===== config.mk =====
export PLATFORM = sky130hd
export DESIGN_NAME = tdpram_port_arbiter
export DESIGN_NICKNAME = d
export VERILOG_FILES = /design/src/rtl/tdpram_port_arbiter.sv
export SDC_FILE = /design/constraint.sdc
export NUM_CORES = 1
export LEC_CHECK = 0
export BUFFER_PORTS_ARGS = -buffer_cell sky130_fd_sc_hd__buf_2
export CAP_MARGIN = 15
export CORE_AREA = 2 2 85 87
export CTS_BUF_LIST = sky130_fd_sc_hd__clkbuf_4
export CTS_CLUSTER_SIZE = 40
export DETAILED_ROUTE_END_ITERATION = 7
export DIE_AREA = 0 0 87 89
export GPL_TIMING_DRIVEN = 0
export PLACE_DENSITY_LB_ADDON = 0.05
export SLEW_MARGIN = 20
export SYNTH_ARGS = -nofsm -noshare
export SYNTH_HDL_FRONTEND = slang
export SYNTH_SLANG_ARGS = --single-unit

===== constraint.sdc =====
create_clock -name clk -period 3 [get_ports clk]
set_clock_uncertainty 0.1 [all_clocks]
set_input_delay 0.75 -clock clk [delete_from_list [all_inputs] [get_ports clk]]
set_output_delay 0.75 -clock clk [all_outputs]
set_load 0.01 [all_outputs]

===== src/rtl/tdpram_port_arbiter.sv =====
// =============================================================================
// tdpram_port_arbiter
// -----------------------------------------------------------------------------
// Shares one port of a true-dual-port block RAM between NUM_REQ requesters.
// Requesters issue single-beat reads or byte-masked writes with a valid/ready
// handshake. A round-robin arbiter picks at most one requester per cycle, and
// that requester's fields are driven straight onto the RAM port. Every accepted
// read pushes its requester id into a READ_LATENCY-deep tag pipeline. When the
// tag reaches the last stage, the RAM's dout is steered back to the issuer.
//
// Optional feature (compile-time macro TDPRAM_ARB_LOCK_EN):
//   When the macro is defined, a requester that is accepted with req_lock=1
//   keeps exclusive ownership of the port. Ownership ends at its first accepted
//   beat with req_lock=0. When the macro is undefined, req_lock is ignored.
//
// Parameters:
//   NUM_REQ      number of requesters (2..8)
//   ADDR_WIDTH   RAM word address width
//   DATA_WIDTH   RAM data width, multiple of 8
//   READ_LATENCY RAM cycles from en to valid dout (1..8)
//
// Ports:
//   clk        single clock for all logic
//   rst        asynchronous active-high reset
//   req_valid  per-requester request valid
//   req_ready  per-requester accept, one-hot or zero
//   req_addr   flat packed addresses, requester i at [i*ADDR_WIDTH +: ADDR_WIDTH]
//   req_din    flat packed write data
//   req_we     flat packed byte write enables, all-zero means read
//   req_lock   hold the grant after this beat (lock build only)
//   rsp_valid  read data valid for requester i, one-hot or zero
//   rsp_dout   read data, broadcast to all requesters
//   mem_addr   RAM port address
//   mem_din    RAM port write data
//   mem_en     RAM port enable
//   mem_we     RAM port byte write enables
//   mem_dout   RAM port read data
// =============================================================================
module tdpram_port_arbiter #(
    parameter int NUM_REQ      = 2,
    parameter int ADDR_WIDTH   = 12,
    parameter int DATA_WIDTH   = 32,
    parameter int READ_LATENCY = 2
) (
    input  logic                              clk,
    input  logic                              rst,
    input  logic [NUM_REQ-1:0]                req_valid,
    output logic [NUM_REQ-1:0]                req_ready,
    input  logic [NUM_REQ*ADDR_WIDTH-1:0]     req_addr,
    input  logic [NUM_REQ*DATA_WIDTH-1:0]     req_din,
    input  logic [NUM_REQ*(DATA_WIDTH/8)-1:0] req_we,
    input  logic [NUM_REQ-1:0]                req_lock,
    output logic [NUM_REQ-1:0]                rsp_valid,
    output logic [DATA_WIDTH-1:0]             rsp_dout,
    output logic [ADDR_WIDTH-1:0]             mem_addr,
    output logic [DATA_WIDTH-1:0]             mem_din,
    output logic                              mem_en,
    output logic [(DATA_WIDTH/8)-1:0]         mem_we,
    input  logic [DATA_WIDTH-1:0]             mem_dout
);

    localparam int STROBE_WIDTH = DATA_WIDTH / 8;
    localparam int ID_WIDTH     = (NUM_REQ > 1) ? $clog2(NUM_REQ) : 1;
    localparam logic [ID_WIDTH-1:0] LAST_IDX = ID_WIDTH'(NUM_REQ - 1);

    logic [ID_WIDTH-1:0]     rr_ptr;
    logic [NUM_REQ-1:0]      eligible;
    logic                    grant_found;
    logic [ID_WIDTH-1:0]     grant_idx;
    logic                    accept;
    logic                    is_read;
    logic [ADDR_WIDTH-1:0]   sel_addr;
    logic [DATA_WIDTH-1:0]   sel_din;
    logic [STROBE_WIDTH-1:0] sel_we;

    logic                    tag_valid [READ_LATENCY];
    logic [ID_WIDTH-1:0]     tag_id    [READ_LATENCY];

`ifdef TDPRAM_ARB_LOCK_EN
    typedef enum logic {
        UNLOCKED,
        LOCKED
    } lock_state_t;

    lock_state_t         lock_state;
    lock_state_t         lock_state_next;
    logic [ID_WIDTH-1:0] lock_owner;
    logic [ID_WIDTH-1:0] lock_owner_next;
    logic                sel_lock;
    logic [NUM_REQ-1:0]  owner_mask;

    assign sel_lock   = req_lock[grant_idx];
    assign owner_mask = NUM_REQ'(1) << lock_owner;

    // While locked, only the owner may compete. It is masked here instead of
    // in the FSM block so that the arbiter does not depend combinationally on
    // the block that also consumes the accept.
    assign eligible = (lock_state == LOCKED) ? (req_valid & owner_mask) : req_valid;

    // Lock state register. Reset always returns the port to shared use.
    always_ff @(posedge clk or posedge rst) begin
        if (rst) begin
            lock_state <= UNLOCKED;
            lock_owner <= '0;
        end else begin
            lock_state <= lock_state_next;
            lock_owner <= lock_owner_next;
        end
    end

    // Lock next-state. A locked beat captures the owner. The owner's first
    // unlocked beat releases the port. The round-robin pointer advances past
    // the owner on that beat in the usual way.
    always_comb begin
        lock_state_next = lock_state;
        lock_owner_next = lock_owner;
        case (lock_state)
            UNLOCKED: begin
                if (accept && sel_lock) begin
                    lock_state_next = LOCKED;
                    lock_owner_next = grant_idx;
                end
            end
            LOCKED: begin
                if (accept && !sel_lock) begin
                    lock_state_next = UNLOCKED;
                end
            end
            default: begin
                lock_state_next = UNLOCKED;
            end
        endcase
    end
`else
    logic unused_lock;

    assign eligible    = req_valid;
    assign unused_lock = ^req_lock;
`endif

    // Round-robin pick. The first pass scans indices at or above the pointer
    // and the second pass scans those below it. Together they give the first
    // eligible index at or after rr_ptr with wrap-around, and they need no
    // modulo arithmetic.
    always_comb begin
        grant_found = 1'b0;
        grant_idx   = '0;
        for (int i = 0; i < NUM_REQ; i++) begin
            if (!grant_found && eligible[i] && (ID_WIDTH'(i) >= rr_ptr)) begin
                grant_found = 1'b1;
                grant_idx   = ID_WIDTH'(i);
            end
        end
        for (int i = 0; i < NUM_REQ; i++) begin
            if (!grant_found && eligible[i] && (ID_WIDTH'(i) < rr_ptr)) begin
                grant_found = 1'b1;
                grant_idx   = ID_WIDTH'(i);
            end
        end
    end

    // The grant is combinational, so it is gated with reset. This keeps
    // nothing on the RAM port and nothing handed out while reset is held.
    assign accept  = grant_found && !rst;
    assign is_read = accept && (sel_we == '0);

    // Steer the winning requester's fields. A compare-per-index mux is used
    // instead of a computed part-select. This keeps the index arithmetic
    // within the id width.
    always_comb begin
        sel_addr = '0;
        sel_din  = '0;
        sel_we   = '0;
        for (int i = 0; i < NUM_REQ; i++) begin
            if (grant_idx == ID_WIDTH'(i)) begin
                sel_addr = req_addr[i*ADDR_WIDTH +: ADDR_WIDTH];
                sel_din  = req_din[i*DATA_WIDTH +: DATA_WIDTH];
                sel_we   = req_we[i*STROBE_WIDTH +: STROBE_WIDTH];
            end
        end
    end

    // RAM port and handshake outputs. The address, data and strobes are zero
    // whenever nothing is accepted, so an idle port never shows stale fields.
    always_comb begin
        req_ready = '0;
        mem_en    = 1'b0;
        mem_addr  = '0;
        mem_din   = '0;
        mem_we    = '0;
        if (accept) begin
            req_ready[grant_idx] = 1'b1;
            mem_en               = 1'b1;
            mem_addr             = sel_addr;
            mem_din              = sel_din;
            mem_we               = sel_we;
        end
    end

    // Round-robin pointer. It moves just past the requester that was served,
    // so that requester becomes lowest priority next cycle. It holds when idle.
    always_ff @(posedge clk or posedge rst) begin
        if (rst) begin
            rr_ptr <= '0;
        end else if (accept) begin
            rr_ptr <= (grant_idx == LAST_IDX) ? '0 : grant_idx + 1'b1;
        end
    end

    // Tag pipeline, one stage per RAM read cycle. It shifts every cycle, so a
    // tag pops out exactly when the RAM presents the matching dout. Clearing
    // it on reset discards reads that were in flight, and their late data is
    // never reported.
    always_ff @(posedge clk or posedge rst) begin
        if (rst) begin
            for (int s = 0; s < READ_LATENCY; s++) begin
                tag_valid[s] <= 1'b0;
                tag_id[s]    <= '0;
            end
        end else begin
            tag_valid[0] <= is_read;
            tag_id[0]    <= grant_idx;
            for (int s = 1; s < READ_LATENCY; s++) begin
                tag_valid[s] <= tag_valid[s-1];
                tag_id[s]    <= tag_id[s-1];
            end
        end
    end

    // Read response. The data is a straight pass-through of the RAM. Only the
    // valid strobe is routed, to the requester named by the last tag stage.
    always_comb begin
        rsp_valid = '0;
        for (int i = 0; i < NUM_REQ; i++) begin
            if (tag_valid[READ_LATENCY-1] && (tag_id[READ_LATENCY-1] == ID_WIDTH'(i))) begin
                rsp_valid[i] = 1'b1;
            end
        end
    end

    assign rsp_dout = mem_dout;

endmodule


==> run metrics, run 1 <==
status finished clean; Post-Synthesis Cells 120; YS warnings 0; Slew Viols, Final 0; area delta synth->final 99.5%; largest net degree at the start of global routing 11; Arrival @ worst endpoint 1970 ps; syn_area_per_cell 8.76 sq um; initial cell density of the core 0.156; fraction of layout cells with a size suffix above 1 0.759; DR vias 1633; CP startpoint kind input pin; Slew headroom 0.583; Final TNS setup 0 ps; H-Tree Depth 1; CTS tree built; Clock transition at path regs 40 ps; Die Wd between 80 and 90 um; PwrDens 228 mW/mm^2; Cells after DPL 383; IO Pins 219; required time of the worst setup path about 2200 ps; Post-Syn Area roughly 0.0011 sq mm; Resize count post-CTS 0; Finished Cell Area 0.00210 sq mm; Iteration-0 DRC Markers 28; CTS buffer count 3; min cycle time layout 2820 ps; CTS Hold Bufs 0; Ant. Diodes 0; CTS Sinks 5; Hold Violations, Final 0; Placeable Area 0.00672 sq mm; Nets 442; Tightest Pin Transition approximately 620 ps; grt total ovfl 0; max frequency 355 MHz; Final Worst Setup Slack 181 ps; Routability Congestion approximately 0.79; ranking of synthesized cells by area a22o_1, buf_4, dfrtp_1; Die Footprint 0.00774 sq mm; Yosys cell types 22; IO Port Bufs around 180; root buffer cell clkbuf_4; area share of the largest cell type after synthesis 0.367; worst skew pair latency 240 ps; Longest Clk Path Bufs 2; sequential cell area fraction in the yosys report 0.119; CP Max Fanout 10; Final period util 0.940; dpl ws 143 ps; vias in the first global route 1466; final antenna-violating net count 0; aggregate routed wire length 4950 um; first-pass GRT wire length between 6000 and 7000 um; Seq cells post-synth 5; Mapped Nets 254; Hold/Removal Path Class reg -> reg; GRT Resource Usage Total 0.107; filler instances 718; CP endpoint kind primary output; Synth area leader a22o_1; router iterations before antenna repair 4; drt drc 0; Die H 89 um; Tot Pwr around 0.48 mW; Layout Utilization 0.312; row cnt 30; VDD IR-drop max 0.0952 mV; wire length per cell 12.8 um; Final Non-Filler Cells approximately 390; RSZ-0062 raised after global routing false; maxcap violations 0; Finish-stage setup viols 0; P_leak 1.30 nW; most frequent cells in the layout buf_2, a22o_1, buf_4; commonest non-fill, non-tap cell in the layout buf_2; hpwl dp 4410 um; post-placement cell area roughly 0.0021 sq mm; postcts setup bufs 0; WHS 247 ps; initial antenna violation count 0; vias per inst between 4 and 5; Setup Crit Path Kind in -> out
[cell families after synthesis]
| group | after synthesis | synth area share |
|---|---|---|
| and+or+nand+nor | 13 | 0.0857 |
| AOI/OAI and AO/OA | 58 | 0.455 |
| buffers and inverters | 44 | 0.340 |
| DFF | 5 | 0.119 |
[state kept, by name, summed over array words and instances (netlist names)]
name / flops
rr_ptr: 1
tag_id: 2
tag_valid: 2
[worst paths after layout]
kind,cells past startpoint,to,slack [ps],from
worst max register to register,4,rr_ptr,1620,rr_ptr
worst max-delay path,6,mem_addr[10],180,req_valid[0]
min in group asynchronous,2,tag_id[1],390,rst
worst min-delay path,0,tag_valid[0],250,tag_valid[1]
worst min register to register,0,tag_valid[0],250,tag_valid[1]
max in group asynchronous,2,tag_valid[0],2230,rst
[report_power, final]
group / internal, mW / switching (mW) / leakage, nW
Clock: 0.0591 / 0.0246 / 0.0184
Combinational: 0.175 / 0.143 / 1.22
Sequential: 0.0727 / 0.00337 / 0.0645
[cell type report]
type / count / area (sq um) / share of cell area
repair buffers: 183 / 916 / 0.437
plain buffers: 41 / 342 / 0.163
inverters: 3 / 16.3 / 0.00776
clock buffers: 4 / 30.0 / 0.0143
flip-flops and latches: 5 / 125 / 0.0597
multi-input cells: 71 / 568 / 0.271
well taps: 80 / 100 / 0.0477
[Yosys cell counts]
master / n
dfrtp_1: 5
a2111oi_2: 1
nor2b_1: 1
nor3_4: 1
and2_1: 1
nand3_1: 4
o32a_1: 1
a22o_1: 44
nor2b_2: 1
o21ai_0: 5
buf_6: 9
nor2_1: 1
nand2b_1: 1
a21bo_1: 1
a21oi_1: 5
or3_1: 1
a21o_1: 1
nor2_4: 1
inv_1: 2
buf_4: 32
nor3_1: 1
inv_6: 1
[routing by layer]
layer | GRT usage | share of wire | vias up
li1 | - | - | 811
met1 | 0.116 | 0.33 | 684
met2 | 0.215 | 0.55 | 136
met3 | 0.0148 | 0.11 | 2
met4 | 0.0256 | 0.0038 | 0
met5 | 0 | 0 | -
[critical path, cell delays in order]
cell and delay [ps]:
buf_2 120, nor2b_2 200, nor3_4 420, buf_6 220, a22o_1 140, buf_2 120
(Power assumes the default switching activity.)
==> run 2, diff against run 1 <==
--- a/config.mk
+++ b/config.mk
@@ -8,7 +8,6 @@
 export BUFFER_PORTS_ARGS = -buffer_cell sky130_fd_sc_hd__buf_2
 export CAP_MARGIN = 15
 export CORE_AREA = 2 2 85 87
-export CTS_BUF_LIST = sky130_fd_sc_hd__clkbuf_4
 export CTS_CLUSTER_SIZE = 40
 export DETAILED_ROUTE_END_ITERATION = 7
 export DIE_AREA = 0 0 87 89
==> constraint.sdc (replaced) <==
create_clock -name clk -period 3 [get_ports clk]
set_clock_uncertainty 0.1 [all_clocks]
set_input_delay 0.6 -clock clk [delete_from_list [all_inputs] [get_ports clk]]
set_output_delay 0.6 -clock clk [all_outputs]
set_load 0.01 [all_outputs]
==> run 2 against run 1 <==
  * Clock-buffer cell count did not move
  * Sequential power barely moved
  * Design area rose by 0.72%
  * Global-route usage rose by 0.058 points
  * Critical endpoint unchanged
==> run metrics, run 2 (synthesis results as in run 1) <==
P_leak 1.31 nW (+0.33%); biggest regs tag_id: 2 flops, tag_valid: 2 flops, rr_ptr: 1 flops; worst reg2reg startpoint rr_ptr; initial cell density of the core 0.156 (unchanged); dpl ws 443 ps (+300 ps); PwrDens 244 mW/mm^2 (+7.0%); R2R Setup Slk 1620 ps (about the same); Worst Setup EP mem_addr[10]; Reg area 125 sq um (unchanged); Final period util 0.844 (-0.0955); grt total ovfl 0 (unchanged); router iterations before antenna repair 4 (unchanged); Hold Violations, Final 0 (unchanged); wire length per cell 12.8 um (+0.10%); VDD IR-drop max 0.0985 mV (+3.4%); Setup Crit Path Kind in -> out; Die Footprint 0.00774 sq mm (unchanged); vias per inst 4.23 (+0.24%); initial antenna violation count 0 (unchanged); CTS Hold Bufs 0 (unchanged); WHS 246 ps (-1.66 ps); H-Tree Depth 1 (unchanged); Nets 442 (unchanged); filler instances 717 (-0.14%); Finish-stage setup viols 0 (unchanged); commonest non-fill, non-tap cell in the layout buf_2; Iteration-0 DRC Markers 29 (+3.6%); Worst Min Path Start tag_valid[1]; DR vias 1637 (+0.24%); Die Wd 87 um (unchanged); maxcap violations 0 (unchanged); Slew Viols, Final 0 (unchanged); CP Max Fanout 10 (unchanged); required time of the worst setup path 2300 ps (+150 ps); min cycle time layout 2530 ps (-286 ps); CTS tree built; hpwl dp 4410 um (unchanged); Ant. Diodes 0 (unchanged); FF-to-FF path depth 4 (unchanged); multi-input logic area 568 sq um (unchanged); worst flop-to-flop path endpoint rr_ptr; final antenna-violating net count 0 (unchanged); area delta synth->final 101%; RSZ-0062 raised after global routing false; Worst Setup SP req_valid[0]; largest net degree at the start of global routing 11 (unchanged); drt drc 0 (unchanged); CTS buffer count 3 (unchanged); Final Worst Setup Slack 468 ps (+286 ps); CTS Sinks 5 (unchanged); fraction of layout cells with a size suffix above 1 0.756 (-0.00326); Final TNS setup 0 ps (unchanged); status finished clean; Die H 89 um (unchanged); Placeable Area 0.00672 sq mm (unchanged); Longest Clk Path Bufs 2 (unchanged); postcts setup bufs 0 (unchanged); vias in the first global route 1467 (+0.068%); max frequency 395 MHz (+11%); row cnt 30 (unchanged); aggregate routed wire length 4950 um (+0.10%); most frequent cells in the layout buf_2, a22o_1, buf_4; Tightest Pin Transition 610 ps (-8.77 ps); worst skew pair latency 220 ps (-20 ps); Slew headroom 0.589 (+0.00591); root buffer cell clkbuf_8; GRT Resource Usage Total 0.107 (+0.000577); Hold/Removal Path Class reg -> reg; IO Pins 219 (unchanged); CP startpoint kind input pin; Resize count post-CTS 0 (unchanged); IO Port Bufs 183 (unchanged); Routability Congestion 0.793 (unchanged); Arrival @ worst endpoint 1830 ps (-140 ps); CP endpoint kind primary output; Clock transition at path regs 30 ps (about the same); first-pass GRT wire length 6640 um (+0.11%)
run 2: cell counts in the layout (fill, tap and decap cells not counted):
No cell type changed its count.
run 2: layer usage:
layer	track usage	routed length (um)	vias to the layer above	part of all wire
li1	-	-	811	-
met1	0.116	1640	688	0.33
met2	0.215	2730	136	0.55
met3	0.0148	558	2	0.11
met4	0.0298	19	0	0.0038
met5	0	0	-	0
run 2: final cells by class:
class	count	share of cell area
Tap cell	80	0.0474
Buffer	41	0.162
Multi-Input combinational cell	71	0.269
Inverter	3	0.00770
Timing Repair Buffer	183	0.434
Sequential cell	5	0.0592
Clock buffer	4	0.0213
run 2: how the worst min path moves through the flow:
stage / end / slack [ps] / depth (start not counted)
CTS: tag_valid[0] / 250 / 0
detailed placement: tag_valid[0] / 240 / 0
global placement: tag_valid[0] / 230 / 0
floorplan: tag_id[0] / 230 / 0
finish: tag_valid[0] / 250 / 0
global route: tag_valid[0] / 260 / 0
run 2: critical path, stage by stage:
cell	delay [ps]
buf_2	120
nor2b_2	200
nor3_4	430
buf_6	220
a22o_1	140
buf_2	120
run 2: per-stage QoR:
step	total power, mW	cells	cell area [sq um]	util
6_report	0.514	387	2110	0.314
5_1_grt	0.558	387	2110	0.314
4_1_cts	0.524	387	2110	0.314
3_5_place_dp	0.399	383	2070	0.308
3_3_place_gp	0.402	383	2070	0.308
2_1_floorplan	0.248	120	1050	-
run 2: power by group:
group          switching (mW)  leakage (nW)  internal, mW
registers             0.00337        0.0645        0.0729
logic                   0.143          1.22         0.175
clock network          0.0298        0.0228        0.0909
